**config.mk**
```make
export PLATFORM = sky130hd
export DESIGN_NAME = store_buffer_flat
export DESIGN_NICKNAME = d
export VERILOG_FILES = /design/src/rtl/store_buffer_if.sv /design/src/rtl/store_buffer.sv /design/src/flat_wrapper.sv
export SDC_FILE = /design/constraint.sdc
export NUM_CORES = 1
export LEC_CHECK = 0
export CAP_MARGIN = 20
export CORE_MARGIN = 4
export CORE_UTILIZATION = 55
export DETAILED_ROUTE_END_ITERATION = 7
export HOLD_SLACK_MARGIN = 0.08
export PLACE_DENSITY = 0.84
export SYNTH_ARGS = -nofsm -noshare
export SYNTH_HDL_FRONTEND = slang
export SYNTH_SLANG_ARGS = --single-unit
```
**constraint.sdc**
```tcl
create_clock -name clk -period 6.4 [get_ports clk]
set_input_delay 0.64 -clock clk [delete_from_list [all_inputs] [get_ports clk]]
set_output_delay 0.64 -clock clk [all_outputs]
set_load 0.05 [all_outputs]
```
**src/rtl/store_buffer_if.sv**
```systemverilog
// Store buffer bus bundle: store request channel, byte-serial memory write
// port, load hazard probe and status. The buffer sits on the slave modport.
interface store_buffer_if;
    logic        st_valid;
    logic        st_ready;
    logic [31:0] st_addr;
    logic [31:0] st_data;
    logic [2:0]  st_mode;
    logic        st_err;
    logic        mem_we;
    logic [31:0] mem_addr;
    logic [7:0]  mem_wdata;
    logic        ld_chk_en;
    logic [31:0] ld_chk_addr;
    logic [2:0]  ld_chk_mode;
    logic        ld_hazard;
    logic        empty;

    modport slave (
        input  st_valid, st_addr, st_data, st_mode,
        input  ld_chk_en, ld_chk_addr, ld_chk_mode,
        output st_ready, st_err, mem_we, mem_addr, mem_wdata, ld_hazard, empty
    );

    modport master (
        output st_valid, st_addr, st_data, st_mode,
        output ld_chk_en, ld_chk_addr, ld_chk_mode,
        input  st_ready, st_err, mem_we, mem_addr, mem_wdata, ld_hazard, empty
    );
endinterface

```
**src/rtl/store_buffer.sv**
```systemverilog
// Store buffer: queues SB/SH/SW stores in a small FIFO and drains them into
// the data memory one byte per clock, MSB first (big-endian). Loads that
// overlap any queued store (including a half-written head) raise ld_hazard.
module store_buffer #(
    parameter int DEPTH     = 4,
    parameter int MEM_BYTES = 1000
) (
    input  logic           clk,
    input  logic           rst_n,
    store_buffer_if.slave  sb
);
    localparam int          PTR_W     = $clog2(DEPTH);
    localparam logic [32:0] MEM_LIMIT = 33'(MEM_BYTES);
    localparam logic [PTR_W:0] FULL_CNT = (PTR_W+1)'(DEPTH);

    typedef enum logic [0:0] {IDLE = 1'b0, WRITE = 1'b1} state_t;

    // last holds n-1, so the final byte index of the entry
    typedef struct packed {
        logic [31:0] addr;
        logic [31:0] data;
        logic [1:0]  last;
    } entry_t;

    entry_t           fifo_r [DEPTH];
    logic [PTR_W-1:0] wr_ptr_r;
    logic [PTR_W-1:0] rd_ptr_r;
    logic [PTR_W:0]   count_r;
    state_t           state_r;
    logic [1:0]       byte_idx_r;
    logic             st_err_r;
    logic             mem_we_r;
    logic [31:0]      mem_addr_r;
    logic [7:0]       mem_wdata_r;

    logic        st_ready_s;
    logic        fire_s;
    logic        push_s;
    logic        bad_s;
    logic        pop_s;
    logic        stay_s;
    logic        hazard_s;
    logic        mode_ok_s;
    logic        range_ok_s;
    logic [32:0] st_end_s;
    entry_t      in_entry_s;
    entry_t      head_s;
    entry_t      next_s;

    // Store mode to last byte index; illegal codes are filtered separately.
    function automatic logic [1:0] store_last(input logic [2:0] mode);
        case (mode)
            3'b000:  store_last = 2'd0;
            3'b001:  store_last = 2'd1;
            default: store_last = 2'd3;
        endcase
    endfunction

    // Load mode to byte count; unknown codes are treated as a full word.
    function automatic logic [2:0] load_len(input logic [2:0] mode);
        case (mode)
            3'b000, 3'b011: load_len = 3'd1;
            3'b001, 3'b100: load_len = 3'd2;
            default:        load_len = 3'd4;
        endcase
    endfunction

    // Byte idx of a right-aligned value, counted from its most significant byte.
    function automatic logic [7:0] pick_byte(input logic [31:0] data,
                                             input logic [1:0]  last,
                                             input logic [1:0]  idx);
        logic [1:0] sel;
        sel       = last - idx;
        pick_byte = data[{sel, 3'b000} +: 8];
    endfunction

    // Half-open byte ranges [a, a+alen) and [b, b+blen), evaluated without wrap.
    function automatic logic ranges_overlap(input logic [31:0] a, input logic [2:0] alen,
                                            input logic [31:0] b, input logic [2:0] blen);
        logic [32:0] a_end;
        logic [32:0] b_end;
        a_end          = {1'b0, a} + 33'(alen);
        b_end          = {1'b0, b} + 33'(blen);
        ranges_overlap = ({1'b0, a} < b_end) && ({1'b0, b} < a_end);
    endfunction

    // Request decode: handshake, legality and the push/pop decisions.
    always_comb begin
        st_ready_s = (count_r != FULL_CNT);
        fire_s     = sb.st_valid && st_ready_s;
        mode_ok_s  = (sb.st_mode <= 3'b010);
        st_end_s   = {1'b0, sb.st_addr} + 33'(store_last(sb.st_mode));
        range_ok_s = (st_end_s < MEM_LIMIT);
        push_s     = fire_s && mode_ok_s && range_ok_s;
        bad_s      = fire_s && !(mode_ok_s && range_ok_s);
        in_entry_s = '{addr: sb.st_addr, data: sb.st_data, last: store_last(sb.st_mode)};
        head_s     = fifo_r[rd_ptr_r];
        pop_s      = (state_r == WRITE) && (byte_idx_r == head_s.last);
        // After a pop the next head is the second slot, or the entry pushed this edge.
        if (count_r > (PTR_W+1)'(1)) begin
            next_s = fifo_r[rd_ptr_r + PTR_W'(1)];
        end else begin
            next_s = in_entry_s;
        end
        stay_s = (count_r > (PTR_W+1)'(1)) || push_s;
    end

    // Load hazard: overlap against every occupied slot, head included.
    always_comb begin
        hazard_s = 1'b0;
        for (int i = 0; i < DEPTH; i++) begin
            logic [PTR_W-1:0] offset;
            offset = PTR_W'(i) - rd_ptr_r;
            if (({1'b0, offset} < count_r) &&
                ranges_overlap(fifo_r[i].addr, {1'b0, fifo_r[i].last} + 3'd1,
                               sb.ld_chk_addr, load_len(sb.ld_chk_mode))) begin
                hazard_s = 1'b1;
            end else begin
                hazard_s = hazard_s;
            end
        end
        hazard_s = hazard_s && sb.ld_chk_en;
    end

    // FIFO payload storage; contents are only meaningful under count_r.
    always_ff @(posedge clk) begin
        if (push_s) begin
            fifo_r[wr_ptr_r] <= in_entry_s;
        end
    end

    // FIFO pointers, occupancy and the one-cycle error pulse.
    always_ff @(posedge clk or negedge rst_n) begin
        if (!rst_n) begin
            wr_ptr_r <= '0;
            rd_ptr_r <= '0;
            count_r  <= '0;
            st_err_r <= 1'b0;
        end else begin
            if (push_s) begin
                wr_ptr_r <= wr_ptr_r + PTR_W'(1);
            end
            if (pop_s) begin
                rd_ptr_r <= rd_ptr_r + PTR_W'(1);
            end
            case ({push_s, pop_s})
                2'b10:   count_r <= count_r + (PTR_W+1)'(1);
                2'b01:   count_r <= count_r - (PTR_W+1)'(1);
                default: count_r <= count_r;
            endcase
            st_err_r <= bad_s;
        end
    end

    // Drain FSM: the write port registers are loaded with the byte that the
    // memory will capture at the following edge.
    always_ff @(posedge clk or negedge rst_n) begin
        if (!rst_n) begin
            state_r     <= IDLE;
            byte_idx_r  <= 2'd0;
            mem_we_r    <= 1'b0;
            mem_addr_r  <= 32'd0;
            mem_wdata_r <= 8'd0;
        end else begin
            case (state_r)
                IDLE: begin
                    if (count_r != '0) begin
                        state_r     <= WRITE;
                        byte_idx_r  <= 2'd0;
                        mem_we_r    <= 1'b1;
                        mem_addr_r  <= head_s.addr;
                        mem_wdata_r <= pick_byte(head_s.data, head_s.last, 2'd0);
                    end else begin
                        mem_we_r <= 1'b0;
                    end
                end
                WRITE: begin
                    if (pop_s && stay_s) begin
                        byte_idx_r  <= 2'd0;
                        mem_we_r    <= 1'b1;
                        mem_addr_r  <= next_s.addr;
                        mem_wdata_r <= pick_byte(next_s.data, next_s.last, 2'd0);
                    end else if (pop_s) begin
                        state_r    <= IDLE;
                        byte_idx_r <= 2'd0;
                        mem_we_r   <= 1'b0;
                    end else begin
                        byte_idx_r  <= byte_idx_r + 2'd1;
                        mem_we_r    <= 1'b1;
                        mem_addr_r  <= head_s.addr + 32'(byte_idx_r + 2'd1);
                        mem_wdata_r <= pick_byte(head_s.data, head_s.last, byte_idx_r + 2'd1);
                    end
                end
                default: begin
                    state_r    <= IDLE;
                    byte_idx_r <= 2'd0;
                    mem_we_r   <= 1'b0;
                end
            endcase
        end
    end

    assign sb.st_ready  = st_ready_s;
    assign sb.st_err    = st_err_r;
    assign sb.mem_we    = mem_we_r;
    assign sb.mem_addr  = mem_addr_r;
    assign sb.mem_wdata = mem_wdata_r;
    assign sb.ld_hazard = hazard_s;
    assign sb.empty     = (count_r == '0) && (state_r == IDLE);

endmodule

```
**src/flat_wrapper.sv**
```systemverilog
// flat-port wrapper written by rule: the top's interface ports become plain ports
module store_buffer_flat 
#(
    parameter int DEPTH     = 4,
    parameter int MEM_BYTES = 1000
)
  (clk, rst_n, sb_st_valid, sb_st_addr, sb_st_data, sb_st_mode, sb_ld_chk_en, sb_ld_chk_addr, sb_ld_chk_mode, sb_st_ready, sb_st_err, sb_mem_we, sb_mem_addr, sb_mem_wdata, sb_ld_hazard, sb_empty);
  store_buffer_if sb_i ();
  input  logic clk;
  input  logic rst_n;
  input wire logic [$bits(sb_i.st_valid)-1:0] sb_st_valid;
  input wire logic [$bits(sb_i.st_addr)-1:0] sb_st_addr;
  input wire logic [$bits(sb_i.st_data)-1:0] sb_st_data;
  input wire logic [$bits(sb_i.st_mode)-1:0] sb_st_mode;
  input wire logic [$bits(sb_i.ld_chk_en)-1:0] sb_ld_chk_en;
  input wire logic [$bits(sb_i.ld_chk_addr)-1:0] sb_ld_chk_addr;
  input wire logic [$bits(sb_i.ld_chk_mode)-1:0] sb_ld_chk_mode;
  output wire logic [$bits(sb_i.st_ready)-1:0] sb_st_ready;
  output wire logic [$bits(sb_i.st_err)-1:0] sb_st_err;
  output wire logic [$bits(sb_i.mem_we)-1:0] sb_mem_we;
  output wire logic [$bits(sb_i.mem_addr)-1:0] sb_mem_addr;
  output wire logic [$bits(sb_i.mem_wdata)-1:0] sb_mem_wdata;
  output wire logic [$bits(sb_i.ld_hazard)-1:0] sb_ld_hazard;
  output wire logic [$bits(sb_i.empty)-1:0] sb_empty;
  assign sb_i.st_valid = sb_st_valid;
  assign sb_i.st_addr = sb_st_addr;
  assign sb_i.st_data = sb_st_data;
  assign sb_i.st_mode = sb_st_mode;
  assign sb_i.ld_chk_en = sb_ld_chk_en;
  assign sb_i.ld_chk_addr = sb_ld_chk_addr;
  assign sb_i.ld_chk_mode = sb_ld_chk_mode;
  assign sb_st_ready = sb_i.st_ready;
  assign sb_st_err = sb_i.st_err;
  assign sb_mem_we = sb_i.mem_we;
  assign sb_mem_addr = sb_i.mem_addr;
  assign sb_mem_wdata = sb_i.mem_wdata;
  assign sb_ld_hazard = sb_i.ld_hazard;
  assign sb_empty = sb_i.empty;
  store_buffer #(.DEPTH(DEPTH), .MEM_BYTES(MEM_BYTES)) u_core (.clk(clk), .rst_n(rst_n), .sb(sb_i));
endmodule
```
==> impl_metrics.json <==
{
  "arrival_ps": 5550,
  "ctsHoldBuffers": 0,
  "dieArea_um2": 48740,
  "dr.pass1.iters": 6,
  "post_cts_buffers": 0,
  "viasPerCell": 6.723,
  "tightest_slew_ps": 1093,
  "synth_cells": 2365,
  "areaGrowthSynthToFinish_pct": 15.18,
  "gp_congestion": 0.9955,
  "clkTransAtPathRegs_ps": 60,
  "crit_type": "reg -> out",
  "status": "finished, final reports clean",
  "hpwl_mm": 59.42,
  "ant_nets": 0,
  "maxSlewViolCount": 0,
  "gr-total-overflow": 0,
  "relSlewSlack": 0.2701,
  "grt_antenna_before_repair": 0,
  "port_buffers": 150,
  "power_density_nw_per_um2": 363.2,
  "maxCapViolCount": 0,
  "cts_tree": "yes",
  "synth_area_per_cell_um2": 10.53,
  "grt_max_degree": 153,
  "rr_worst_depth": 13,
  "drtIter0Drc": 2834,
  "period_minus_slack_ps": 6189,
  "routed_wl_mm": 81.03,
  "drc": 0,
  "htree_levels": 2,
  "core_area_um2": 44510,
  "root_buffer": "clkbuf_16",
  "ys.flop_type": "edfxtp_1",
  "n_antenna_cell": 0,
  "dieHeight_um": 220.8,
  "max-vdd-ir-drop_v": 0.0005045,
  "fin_nets": 2848,
  "min_path_type": "in -> async",
  "grt_usage": 0.3287,
  "setup_viol": 0,
  "synthArstFlopShare": 0.1619,
  "post-route-util": 0.6443,
  "grt_pass1_vias": 20980,
  "synth_edf_count": 264,
  "crit_required_ps": 5760,
  "synth_warnings": 0,
  "period_share": 0.9671,
  "fin_setup_tns_ps": 0,
  "initial_core_util": 0.5594,
  "p_leak_nw": 10.80,
  "grt_pass1_wl_mm": 122.3,
  "critPathCaptureType": "output pin",
  "reg2reg_from": "u_core.rd_ptr_r[0]",
  "holdWs_ps": 256.2,
  "finalHoldViolCount": 0,
  "yosysUniqueCellTypes": 91,
  "place_ws_ps": 88.81,
  "io-pin-count": 151,
  "r2r_slack_ps": 1230,
  "critPathMaxFanout": 4,
  "syn_nets": 2699,
  "wl_per_cell_um": 25.84,
  "final.setup.worst_slack_ps": 210.5,
  "synth_area_um2": 24900,
  "drive_gt1_frac": 0.1211,
  "clockBufferDepth": 3,
  "ys_seq_elements": 315,
  "num_vias": 21080,
  "grt_setup_unrepaired": "no",
  "power_w": 0.01042,
  "num_rows": 77,
  "numCtsBuffers": 38,
  "fp.dieW_um": 220.8,
  "reg2reg_to": "u_core.sb.mem_addr[23]",
  "fin_skew_ps": 21.58,
  "synth-seq-area-share": 0.3696,
  "insertion_delay_ps": 580,
  "crit_path_start_kind": "register",
  "fmax_ghz": 0.1616,
  "clkSinkCount": 315
}
-- routing by layer --
layer	GRT usage	routed length (µm)	vias to the layer above
met3	0.06688	8327	226
met2	0.5361	37930	1297
met4	0.1294	3424	0
met5	0	0	-
li1	-	-	9253
met1	0.4344	31350	10310
-- timing repair --
| action | 4_1_cts | 5_1_grt |
|---|---|---|
| hold endpoints to repair | 0 | 0 |
| resized for setup | 0 | 20 |
| endpoints found under the setup margin | 0 | 1 |
-- synth_stat cells, types with 5 or more instances --
library cell	n	area (µm²)
edfxtp_1	264	7928
ha_1	222	2778
nand2_1	204	765.7
nor2_1	180	675.7
a21oi_1	129	645.6
xor2_1	111	972.2
xnor2_1	110	963.4
o21ai_0	99	495.5
nand3_1	94	470.5
mux4_2	91	2049
mux2i_1	80	800.8
inv_1	70	262.8
clkbuf_1	56	210.2
nand4_1	55	344.1
dfrtp_1	51	1276
and3_1	50	312.8
a21o_1	46	345.3
mux2_2	35	394.1
maj3_1	33	330.3
buf_2	31	155.2
a211oi_1	29	217.7
a31oi_1	23	143.9
nor3_1	23	115.1
nand2b_1	18	112.6
and2_1	17	106.4
nor2b_1	14	87.58
nor4_1	14	87.58
a221oi_1	13	113.9
o21a_1	13	97.59
o22ai_1	13	81.33
buf_1	12	45.04
o211ai_1	12	90.09
o31ai_1	11	82.58
o2111ai_1	9	78.83
a2111oi_0	8	70.07
a22o_1	7	61.31
and4_1	7	61.31
nor3b_1	7	52.55
fa_1	6	120.1
or3_1	6	37.54
a211o_1	5	43.79
buf_6	5	56.30
-- flip-flops by register name, summed over array words and instances (netlist names) --
register	flops
u_core.fifo_r	264
u_core.rd_ptr_r	2
u_core.byte_idx_r	2
u_core.wr_ptr_r	2
u_core.state_r	1
u_core.sb.mem_wdata	8
u_core.sb.st_err	1
u_core.sb.mem_addr	32
u_core.count_r	3
-- critical path: stages (launching register included) --
cell and delay [ps]:
edfxtp_1 410, inv_1 60, ha_1 200, fa_1 480, nor2_4 230, buf_4 180
nand2_1 70, xor2_1 170, ha_1 300, a2111oi_0 430, o21ai_0 320, a211oi_1 730
o31ai_1 170, nand4_1 130, o2bb2ai_1 160, nand3_1 160, a211o_1 300, a41oi_2 290
buf_12 180
-- worst max path at each step --
stage	from	endpoint	slack, ps
3_5_place_dp	sb_ld_chk_mode[0]	sb_ld_hazard	90
5_1_grt	u_core.fifo_r[1][0]	sb_ld_hazard	5
2_1_floorplan	sb_st_mode[1]	u_core.fifo_r[0][0]	800
6_report	u_core.fifo_r[0][34]	sb_ld_hazard	210
4_1_cts	u_core.fifo_r[1][0]	sb_ld_hazard	30
3_3_place_gp	sb_ld_chk_mode[0]	sb_ld_hazard	170
-- layout by cell type (no fill, tap or decap), types with 12 or more instances in the layout --
master	count
a211oi_1	28
a21o_1	45
a21oi_1	128
a221oi_1	12
a31oi_1	23
and2_1	13
and3_1	49
buf_4	61
clkbuf_16	38
clkdlybuf4s50_1	148
dfrtp_1	49
edfxtp_1	264
ha_1	222
inv_1	70
maj3_1	33
mux2_2	35
mux2i_1	80
mux4_2	91
nand2_1	204
nand2b_1	18
nand3_1	94
nand4_1	55
nor2_1	176
nor2b_1	14
nor3_1	23
nor4_1	12
o211ai_1	12
o21a_1	13
o21ai_0	99
o22ai_1	13
xnor2_1	110
xor2_1	110
-- final cells by class --
class                   count  area (µm²)
clock buffers              43       979.7
clock inverters            27       359.1
fillers                  3432       15830
inverters                  75       281.5
multi-input cells        1868       15040
flip-flops and latches    315        9211
well taps                 592       740.7
repair buffers            216        2064
-- report_power, final --
part / switching [W] / internal (W) / total [W]
clock: 0.000950 / 0.00138 / 0.00233
sequential: 0.000206 / 0.00242 / 0.00263
combinational: 0.00327 / 0.00219 / 0.00547
-- metrics by stage --
stage | instance area [µm²] | std cells
finish | 28680 | 3136
detailed placement | 27240 | 3066
global route | 28680 | 3136
CTS | 28580 | 3136
floorplan | 24900 | 2365
global placement | 27240 | 3066
-- cells by family after synthesis --
group | share of synthesized area
buf+inv | 0.03095
mux | 0.1303
simple gates | 0.1419
xor+xnor | 0.07839
compound gates | 0.1183
flops | 0.3696
fa+ha+maj | 0.1305
(Power assumes the default switching activity.)
